--- src/rtl/crc32_arb_ctrl.sv ---
`default_nettype none
// ============================================================================
//  Module   : crc32_arb_ctrl
//  Function : Two-requester round-robin arbiter feeding a 32-bit-per-cycle
//             MSB-first CRC-32 engine. One frame is owned end to end by the
//             granted requester, and its result is held until consumed.
//  Options  : CRC32_FINAL_XOR_EN - when defined, the result is inverted
//             (XOR 32'hFFFFFFFF) before presentation; latency is unchanged.
//  Revision : 1.0 - initial release
// ============================================================================
module crc32_arb_ctrl #(
    parameter logic [31:0] CRC_POLY = 32'h04C11DB7,
    parameter logic [31:0] CRC_INIT = 32'h00000000
) (
    input  logic        clk,
    input  logic        rst,
    input  logic        req0_valid,
    input  logic [31:0] req0_data,
    input  logic        req0_last,
    output logic        req0_ready,
    input  logic        req1_valid,
    input  logic [31:0] req1_data,
    input  logic        req1_last,
    output logic        req1_ready,
    output logic        res_valid,
    output logic [31:0] res_data,
    output logic        res_id,
    input  logic        res_ready,
    output logic        busy
);

`ifdef CRC32_FINAL_XOR_EN
    localparam logic [31:0] c_final_xor = 32'hFFFFFFFF;
`else
    localparam logic [31:0] c_final_xor = 32'h00000000;
`endif

    typedef enum logic [1:0] {
        IDLE  = 2'd0,
        GRANT = 2'd1,
        RUN   = 2'd2,
        DONE  = 2'd3
    } state_t;

    state_t      r_state;
    logic        r_grant;
    logic        r_ptr;
    logic [31:0] r_crc;
    logic        r_ready0;
    logic        r_ready1;
    logic        r_res_valid;
    logic [31:0] r_res_data;
    logic        r_res_id;

    logic        w_pick;
    logic        w_sel_valid;
    logic [31:0] w_sel_data;
    logic        w_sel_last;
    logic [31:0] w_next_crc;

    // Thirty-two serial MSB-first LFSR steps folded into one cycle.
    function automatic logic [31:0] crc_word(input logic [31:0] crc_in,
                                             input logic [31:0] din);
        logic [31:0] c;
        c = crc_in;
        for (int i = 31; i >= 0; i--) begin
            c = {c[30:0], 1'b0} ^ ((din[i] ^ c[31]) ? CRC_POLY : 32'h0000_0000);
        end
        return c;
    endfunction

    // Arbitration pick and granted-requester data mux.
    always_comb begin
        w_pick      = (req0_valid & req1_valid) ? r_ptr : req1_valid;
        w_sel_valid = r_grant ? req1_valid : req0_valid;
        w_sel_data  = r_grant ? req1_data  : req0_data;
        w_sel_last  = r_grant ? req1_last  : req0_last;
        w_next_crc  = crc_word(r_crc, w_sel_data);
    end

    // Control FSM with registered handshake and result outputs.
    always_ff @(posedge clk) begin
        if (rst) begin
            r_state     <= IDLE;
            r_grant     <= 1'b0;
            r_ptr       <= 1'b0;
            r_crc       <= CRC_INIT;
            r_ready0    <= 1'b0;
            r_ready1    <= 1'b0;
            r_res_valid <= 1'b0;
            r_res_data  <= 32'h0000_0000;
            r_res_id    <= 1'b0;
        end else begin
            case (r_state)
                IDLE: begin
                    if (req0_valid | req1_valid) begin
                        r_grant <= w_pick;
                        r_state <= GRANT;
                    end
                end
                GRANT: begin
                    // Readies are raised here so they appear exactly in RUN.
                    r_crc    <= CRC_INIT;
                    r_ready0 <= ~r_grant;
                    r_ready1 <= r_grant;
                    r_state  <= RUN;
                end
                RUN: begin
                    // A low valid from the owner simply stalls; no pre-emption.
                    if (w_sel_valid) begin
                        r_crc <= w_next_crc;
                        if (w_sel_last) begin
                            r_ready0    <= 1'b0;
                            r_ready1    <= 1'b0;
                            r_res_valid <= 1'b1;
                            r_res_data  <= w_next_crc ^ c_final_xor;
                            r_res_id    <= r_grant;
                            r_state     <= DONE;
                        end
                    end
                end
                DONE: begin
                    // Result held until consumed; then favour the other side.
                    if (res_ready) begin
                        r_res_valid <= 1'b0;
                        r_ptr       <= ~r_grant;
                        r_state     <= IDLE;
                    end
                end
                default: begin
                    r_state <= IDLE;
                end
            endcase
        end
    end

    assign req0_ready = r_ready0;
    assign req1_ready = r_ready1;
    assign res_valid  = r_res_valid;
    assign res_data   = r_res_data;
    assign res_id     = r_res_id;
    assign busy       = (r_state != IDLE);

endmodule
`default_nettype wire

--- config.mk ---
export PLATFORM = sky130hd
export DESIGN_NAME = crc32_arb_ctrl
export DESIGN_NICKNAME = d
export VERILOG_FILES = /design/src/rtl/crc32_arb_ctrl.sv
export SDC_FILE = /design/constraint.sdc
export NUM_CORES = 1
export LEC_CHECK = 0
export BUFFER_PORTS_ARGS = -buffer_cell sky130_fd_sc_hd__buf_4
export CAP_MARGIN = 40
export CORE_ASPECT_RATIO = 1.75
export CORE_UTILIZATION = 35
export CTS_CLUSTER_DIAMETER = 40
export CTS_CLUSTER_SIZE = 10
export DETAILED_ROUTE_END_ITERATION = 12
export PLACE_DENSITY = 0.64
export REMOVE_ABC_BUFFERS = 1
export SYNTH_ARGS = -nofsm -noshare
export SYNTH_HDL_FRONTEND = slang
export SYNTH_SLANG_ARGS = --single-unit
export TNS_END_PERCENT = 100
--- constraint.sdc ---
create_clock -name clk -period 4.07 [get_ports clk]
set_input_delay 0.2035 -clock clk [delete_from_list [all_inputs] [get_ports clk]]
set_output_delay 0.2035 -clock clk [all_outputs]
set_load 0.01 [all_outputs]
Yosys cells after proc, flatten, opt, wreduce, memory -nomap -nowiden
Index checks and enable logic that the tools add are counted.
{ "word_totals": {"output_inout_bits": 37, "in_bits": 71, "elab_cells": 145, "ff_bits": 72} }
{ "classes": {"n_bitwise": 67, "eq_ne": 7, "n_reduce_logical": 11, "muxes": 51} }
{ "op_table": {"columns": ["op", "n"], "rows": [
  ["32-bit by 27-bit XOR with 32-bit output", 32],
  ["27-bit two-way mux", 32],
  ["32-bit two-way mux", 2],
  ["32-bit case mux with 2 select lines", 1],
  ["1-bit XOR", 32],
  ["1-bit two-way mux", 8],
  ["2-bit two-way mux", 4],
  ["2-bit != test (second input constant)", 4],
  ["2-bit case mux with 4 select lines", 1],
  ["4-bit AND reduction", 2],
  ["1-bit case mux with 2 select lines", 3],
  ["2-bit AND reduction", 3],
  ["3-bit AND reduction", 2],
  ["2-bit nonzero test", 3],
  ["2-bit equality test (second input constant)", 2],
  ["2-bit by 1-bit equality test with 1-bit output (second input constant)", 1],
  ["2-bit logical NOT", 1],
  ["1-bit bitwise AND", 1],
  ["1-bit NOT", 1],
  ["1-bit OR", 1]
]} }

Longest topological paths before layout
Gate-level depths: netlist of run 1.
{ "depth": {"depth_word": 99, "depth_mapped": 15, "mapped_depth_nobuf": 10} }

Worst setup path before layout of run 1
No wires, ideal clock.
{ "synth_timing": {"path_kind": "flip-flop to flip-flop", "startpoint": "register r_grant", "endpoint": "register r_crc[9]", "setup_time_ns": 0.117, "setup_slack_ns": 0.168, "stages_incl_launch_ff": 13, "arrival_ns": 3.785, "n_path_buf": 2, "cell_sequence": "dfxtp_1 -> buf_6 -> buf_12 -> mux2i_4 -> xnor2_1 -> xnor3_2 -> xnor3_1 -> xnor3_2 -> xnor3_2 -> xor3_1 -> xnor2_1 -> xnor2_1 -> a22o_1"} }
{ "synth_between": {"elab_chain_cells": 47, "word_cells_on_any_way": 96, "cone_classes": "eq/ne (1); mux (33); bitwise (61); reduce/logical (1)"} }
{ "synth_rtl": {"columns": ["item", "line_no", "source"], "rows": [
  ["from (decl)", "46", "logic r_grant;"],
  ["from (signal assigned)", "97", "r_grant <= w_pick;"],
  ["32-bit two-way mux", "76", "w_sel_data = r_grant ? req1_data : req0_data;"],
  ["1-bit XOR", "67", "c = {c[30:0], 1'b0} ^ ((din[i] ^ c[31]) ? CRC_POLY : 32'h0000_0000);"],
  ["27-bit two-way mux", "67", null],
  ["32-bit by 27-bit XOR with 32-bit output (6 in series)", "67", null],
  ["1-bit XOR", "67", null],
  ["27-bit two-way mux", "67", null],
  ["32-bit by 27-bit XOR with 32-bit output (6 in series)", "67", null],
  ["1-bit XOR", "67", null],
  ["(+15 left out)", null, null],
  ["1-bit XOR", "67", null],
  ["27-bit two-way mux", "67", null],
  ["32-bit by 27-bit XOR with 32-bit output (6 in series)", "67", null],
  ["1-bit XOR", "67", null],
  ["27-bit two-way mux", "67", null],
  ["32-bit by 27-bit XOR with 32-bit output (2 in series)", "67", null],
  ["32-bit two-way mux", "110", "if (w_sel_valid) begin"],
  ["32-bit case mux with 2 select lines", "94", "case (r_state)"],
  ["to (signal assigned)", "111", "r_crc <= w_next_crc;"],
  ["to (decl)", "48", "logic [31:0] r_crc;"]
]} }
Parallel ways exist; a longest one is shown, timed or not. The select of a mux whose other input is x is not followed.
A chain may end at the register's enable or synchronous reset.

Worst setup path in the final report of run 1
{ "layout_timing": {"startpoint": "register r_grant", "endpoint": "register r_crc[16]"} }
{ "layout_between": {"elab_chain_cells": 46, "word_cells_on_any_way": 94, "cone_classes": "eq/ne (1); mux (32); bitwise (60); reduce/logical (1)"} }
{ "layout_rtl": {"columns": ["item", "line_no"], "rows": [
  ["32-bit two-way mux", "76"],
  ["1-bit XOR", "67"],
  ["27-bit two-way mux", "67"],
  ["32-bit by 27-bit XOR with 32-bit output (6 in series)", "67"],
  ["1-bit XOR", "67"],
  ["27-bit two-way mux", "67"],
  ["32-bit by 27-bit XOR with 32-bit output (6 in series)", "67"],
  ["1-bit XOR", "67"],
  ["(+15 left out)", null],
  ["1-bit XOR", "67"],
  ["27-bit two-way mux", "67"],
  ["32-bit by 27-bit XOR with 32-bit output (6 in series)", "67"],
  ["1-bit XOR", "67"],
  ["27-bit two-way mux", "67"],
  ["32-bit by 27-bit XOR with 32-bit output", "67"],
  ["32-bit two-way mux", "110"],
  ["32-bit case mux with 2 select lines", "94"]
]} }
Parallel ways exist; a longest one is shown, timed or not. The select of a mux whose other input is x is not followed.

==> impl_metrics.toml, run 1 <==
[routing]
wl_per_cell_um = 20.38
drt-pass1-iter-count = 4
wirelength_mm = 20.93
remaining_drc_errors = 0
viasPerCell = 4.767
num_vias = 4896
drt_iter0_drc = 204
ant_nets = 0

[clock_network]
insertion_delay_ns = 0.35
hold_buffers = 0
cts_tree = "yes"
root_buffer = "clkbuf_16"
htreeDepth = 3
clock_path_buffers = 2
cts_buffers = 9
path_clk_slew_ns = 0.06
cts.sinks = 72

[sta]
worstMarginPinSlew_ns = 0.8596
rsz0062_at_grt = "no"
fmax_mhz = 251.7
finalCriticalPeriod_ns = 3.972
slew_headroom_pct = 42.69
finalSetupTns_ns = 0
clock_skew_ns = 0.005836
final-max-slew-violation-count = 0
finalCritPeriodShare_pct = 97.60
finalHoldViolCount = 0
finalSetupViolations = 0

[outcome]
status = "complete, no violations"

[yosys]
synth_top_flop_cell = "dfxtp_1"
seq_area_frac_synth_pct = 21.56
synth.distinct_cells = 46
synth_warnings = 0
yosys_register_bits = 72
async_flop_share_pct = 0
yosys-top-cells-count = "xnor2_1, dfxtp_1, xnor3_1"
synth_top_cell_area_share_pct = 21.56
synth_area_leaders = "dfxtp_1, xnor3_1, xnor2_1"
synth.most_common_cell = "xnor2_1"
synth.avg_cell_area_um2 = 11.63
synth_cells = 575
synth_edf_count = 0
synth.largest_area_cell = "dfxtp_1"
netlist_area_mm2 = 0.006686

[final_layout]
antenna_cells = 0
regArea_mm2 = 0.001445
nFillCells = 1758
syn2layout_area_growth_pct = 38.45
instances_no_fill = 1027
multi_input_comb_area_mm2 = 0.005439
drive_above_1_share_pct = 41.83
final_net_count = 859

[placement]
dpl.hpwl_mm = 17.21
gp_congestion = 0.8882
port_buffers = 107
dp.cells = 991

[floorplan]
core_area_mm2 = 0.01866
rows = 66
die-area_mm2 = 0.01968
pin_count = 108
die_y_um = 184.8
start_util_pct = 35.83
die_width_um = 106.5

[worst_setup_path]
cp_data_arrival_time_ns = 4.21
crit_type = "reg -> reg"
worstPathRequired_ns = 4.31
start_kind = "register"
critPathMaxFanout = 8
end_kind = "register"

[global_routing]
first_global_vias = 5218
antenna_found_initial = 0
grt_pass1_wl_mm = 31.05
grtUsageTotal_pct = 21.94
grt-ovfl-total = 0
grt_max_degree = 42

[job]
drv_cap = 0

[worst_hold_path]
hp-class = "in -> reg"
## final timing paths
path / to / slack (ns) / depth (start not counted) / startpoint
setup / recovery: r_crc[16] / 0.1 / 15 / r_grant
setup reg to reg: r_crc[16] / 0.1 / 15 / r_grant
hold / removal: res_valid / 0.07 / 2 / res_ready
hold reg to reg: res_data[4] / 0.46 / 2 / res_data[4]
## layout make-up
type,count,area share [%]
tap,238,3.217
inverter,4,0.1622
multi-input combinational,476,58.75
clock buffer,11,2.514
timing repair buffer,221,18.62
sequential,72,15.61
clock inverter,5,1.122
## sequential cells by signal (all words and copies together), names as in the netlist
signal and cells:
r_crc 32, res_data 32, r_state 2, r_grant 1, r_ptr 1, req0_ready 1
req1_ready 1, res_id 1, res_valid 1
## worst max-delay path, stage by stage (launching register included)
cell     delay, ns
dfxtp_4       0.38
buf_12        0.15
mux2i_4       0.26
buf_4         0.16
xor2_4        0.23
xnor3_2       0.51
xnor2_4       0.17
buf_4         0.14
xnor2_1       0.12
buf_4         0.15
buf_4         0.14
xor2_1        0.17
xnor2_1       0.47
xnor3_1       0.42
xor2_1        0.17
a22o_1        0.21
## kinds of logic after synthesis
logic type	synth area share, %
XOR/XNOR	54.30
AND/OR/NAND/NOR	7.036
AO/OA/AOI/OAI	7.335
flip-flops	21.56
multiplexers	6.830
buffers and inverters	2.189
adder cells (fa/ha/maj)	0.7485
## per-stage QoR
step	worst slack (ns)	instance area, µm²	hold WS [ns]	utilization [%]
floorplan	-1.517	6555	0.2726	-
global placement	-0.1446	8423	0.4258	45.13
finish	0.09772	9258	0.06981	49.60
CTS	0.001353	8884	0.05902	47.60
detailed placement	-0.1901	8423	0.4276	45.13
global route	0.0005054	9258	0.08042	49.60
## layout by cell type (no fill, tap or decap), types with 6 or more instances in the layout
| cell | count |
|---|---|
| xnor2_4 | 12 |
| nand3_1 | 15 |
| o21ai_1 | 11 |
| a22o_1 | 14 |
| o21a_1 | 6 |
| clkbuf_16 | 9 |
| nand2_1 | 46 |
| mux2i_4 | 9 |
| nor2_1 | 35 |
| mux2i_1 | 23 |
| xor2_1 | 34 |
| xnor3_2 | 18 |
| xor2_4 | 11 |
| xnor2_2 | 28 |
| xor2_2 | 8 |
| a21oi_1 | 23 |
| dfxtp_1 | 71 |
| xnor3_1 | 44 |
| xnor2_1 | 84 |
| xor3_1 | 9 |
| buf_4 | 213 |
## layer usage
metal	global-route usage, %	wire length [µm]
met1	22.64	7376
met2	43.32	12270
met3	2.780	525
met4	9.479	760
met5	0	0
## repair_timing
item	in CTS	in global routing
pin swaps	6	23
gates cloned	0	1
endpoints found under the setup margin	43	42
gates resized for setup	18	34
setup buffers	2	17
Power of run 1 is not shown: default switching activity piles up to over one toggle a cycle in this logic, so the estimate is an artifact.
==> inputs of run 2 (changes only) <==
PLACE_DENSITY = 0.62   (was 0.64)
RECOVER_POWER = 100   (was not set)
clock period = 4.76 ns   (was 4.07 ns; I/O delays follow)
==> run 2 against run 1 <==
Routed wire length decreased by 10%. Via count decreased by 7.0%. Flip-flop and latch count unchanged. Final cell count is 8.0% lower. Sequential share of layout area grew 2.3 points.
==> impl_metrics.toml, run 2 (synthesis results as in run 1) <==
[clock_network]
htreeDepth = 3
root_buffer = "clkbuf_16"
insertion_delay_ns = 0.34
post_cts_buffers = 0
cts_buffers = 9
cts_tree = "yes"
hold_buffers = 0
path_clk_slew_ns = 0.06
cts.sinks = 72
clock_path_buffers = 2

[global_routing]
grt_pass1_wl_mm = 28.24
antenna_found_initial = 0
grt_max_degree = 42
grt-ovfl-total = 0
grtUsageTotal_pct = 19.77
first_global_vias = 4832

[routing]
num_vias = 4551
viasPerCell = 4.816
remaining_drc_errors = 0
wirelength_mm = 18.76
drt-pass1-iter-count = 4
ant_nets = 0
wl_per_cell_um = 19.86
drt_iter0_drc = 257

[floorplan]
die_width_um = 106.5
die-area_mm2 = 0.01968
rows = 66
start_util_pct = 35.83
pin_count = 108
die_y_um = 184.8
core_area_mm2 = 0.01866

[sta]
holdWs_ns = 0.1150
final-max-slew-violation-count = 0
fmax_mhz = 218.5
clock_skew_ns = 0.007464
finalSetupTns_ns = 0
finalHoldViolCount = 0
worstMarginPinSlew_ns = 1.308
finalSetupViolations = 0
rsz0062_at_grt = "no"
finalCriticalPeriod_ns = 4.578
slew_headroom_pct = 12.47
finalCritPeriodShare_pct = 96.17

[worst_setup_path]
crit_type = "reg -> reg"
r2r-end = "r_crc[12]"
cp_data_arrival_time_ns = 4.78
end_kind = "register"
slowest_delay_ns = 0.61
r2r_cells = 12
start_kind = "register"
crit_chain = "buf_12 > buf_4 > mux2i_4 > xnor2_1 > xnor2_1 > xnor3_1 > xnor3_1 > xnor3_1 > xnor3_2 > xor2_2 > xnor2_1 > o21ai_0"
worstPathRequired_ns = 4.96
crit_slowest_cell = "xnor3_2"
critPathMaxFanout = 21
rrSetupSlack_ns = 0.18
rr_startpoint = "r_grant"

[final_layout]
final_net_count = 777
layout_commonest_cell = "xnor2_1"
final_cell_mix = "xnor2_1, buf_4, dfxtp_1"
syn2layout_area_growth_pct = 20.58
utilization_pct = 43.20
design_area_mm2 = 0.008063
antenna_cells = 0
nFillCells = 1862
drive_above_1_share_pct = 24.05
multi_input_comb_area_mm2 = 0.005089
regArea_mm2 = 0.001443

[placement]
port_buffers = 107
dpl.hpwl_mm = 15.57
dpl_cell_area_mm2 = 0.007920
gp_congestion = 0.9345

[worst_hold_path]
whs_endpoint = "res_valid"
min_path_cells = 2
hp-class = "in -> reg"
holdCritStartpoint = "res_ready"

[outcome]
status = "complete, no violations"

[job]
drv_cap = 0
[run 2: layout make-up]
class,instances,area share [%]
Clock inverter,6,0.8225
Sequential cell,72,17.89
Tap cell,238,3.693
Inverter,4,0.1862
Timing Repair Buffer,140,11.33
Multi-Input combinational cell,475,63.11
Clock buffer,10,2.964
[run 2: worst max path at each step]
stage               slack, ns         to  cells past startpoint     from
finish                   0.18  r_crc[12]                     12  r_grant
detailed placement       0.03  r_crc[12]                     12  r_grant
global placement         0.07  r_crc[12]                     12  r_grant
CTS                      0.02  r_crc[12]                     12  r_grant
floorplan               -0.83  r_crc[25]                      9  r_grant
global route             0.02   r_crc[7]                     12  r_grant
[run 2: critical path: cells and delay by family (launching register included)]
| family | cells | cell delay [ns] |
|---|---|---|
| AO/OA/AOI/OAI | 1 | 0.15 |
| XOR/XNOR | 8 | 3.14 |
| buffers and inverters | 2 | 0.42 |
| flip-flops | 1 | 0.40 |
| multiplexers | 1 | 0.30 |
[run 2: through the flow]
step | worst slack, ns | instances
2_1_floorplan | -0.8271 | 551
3_3_place_gp | 0.06573 | 929
3_5_place_dp | 0.02943 | 929
4_1_cts | 0.02209 | 945
5_1_grt | 0.01726 | 945
6_report | 0.1824 | 945
[run 2: what timing repair did]
action | in CTS | in global routing
pin swaps | 0 | 0
gates resized for setup | 1 | 1
setup endpoints to repair | 1 | 2
hold endpoints to repair | 0 | 0
[run 2: routing by layer]
metal  global-route usage, %  share of wire [%]  vias up
li1                        -                  -     2213
met1                   21.04                 37     2232
met2                   38.73                 58       77
met3                   1.724                1.8       29
met4                   8.877                3.5        0
met5                       0                  0        -
Power of run 2 is left out for the same reason.
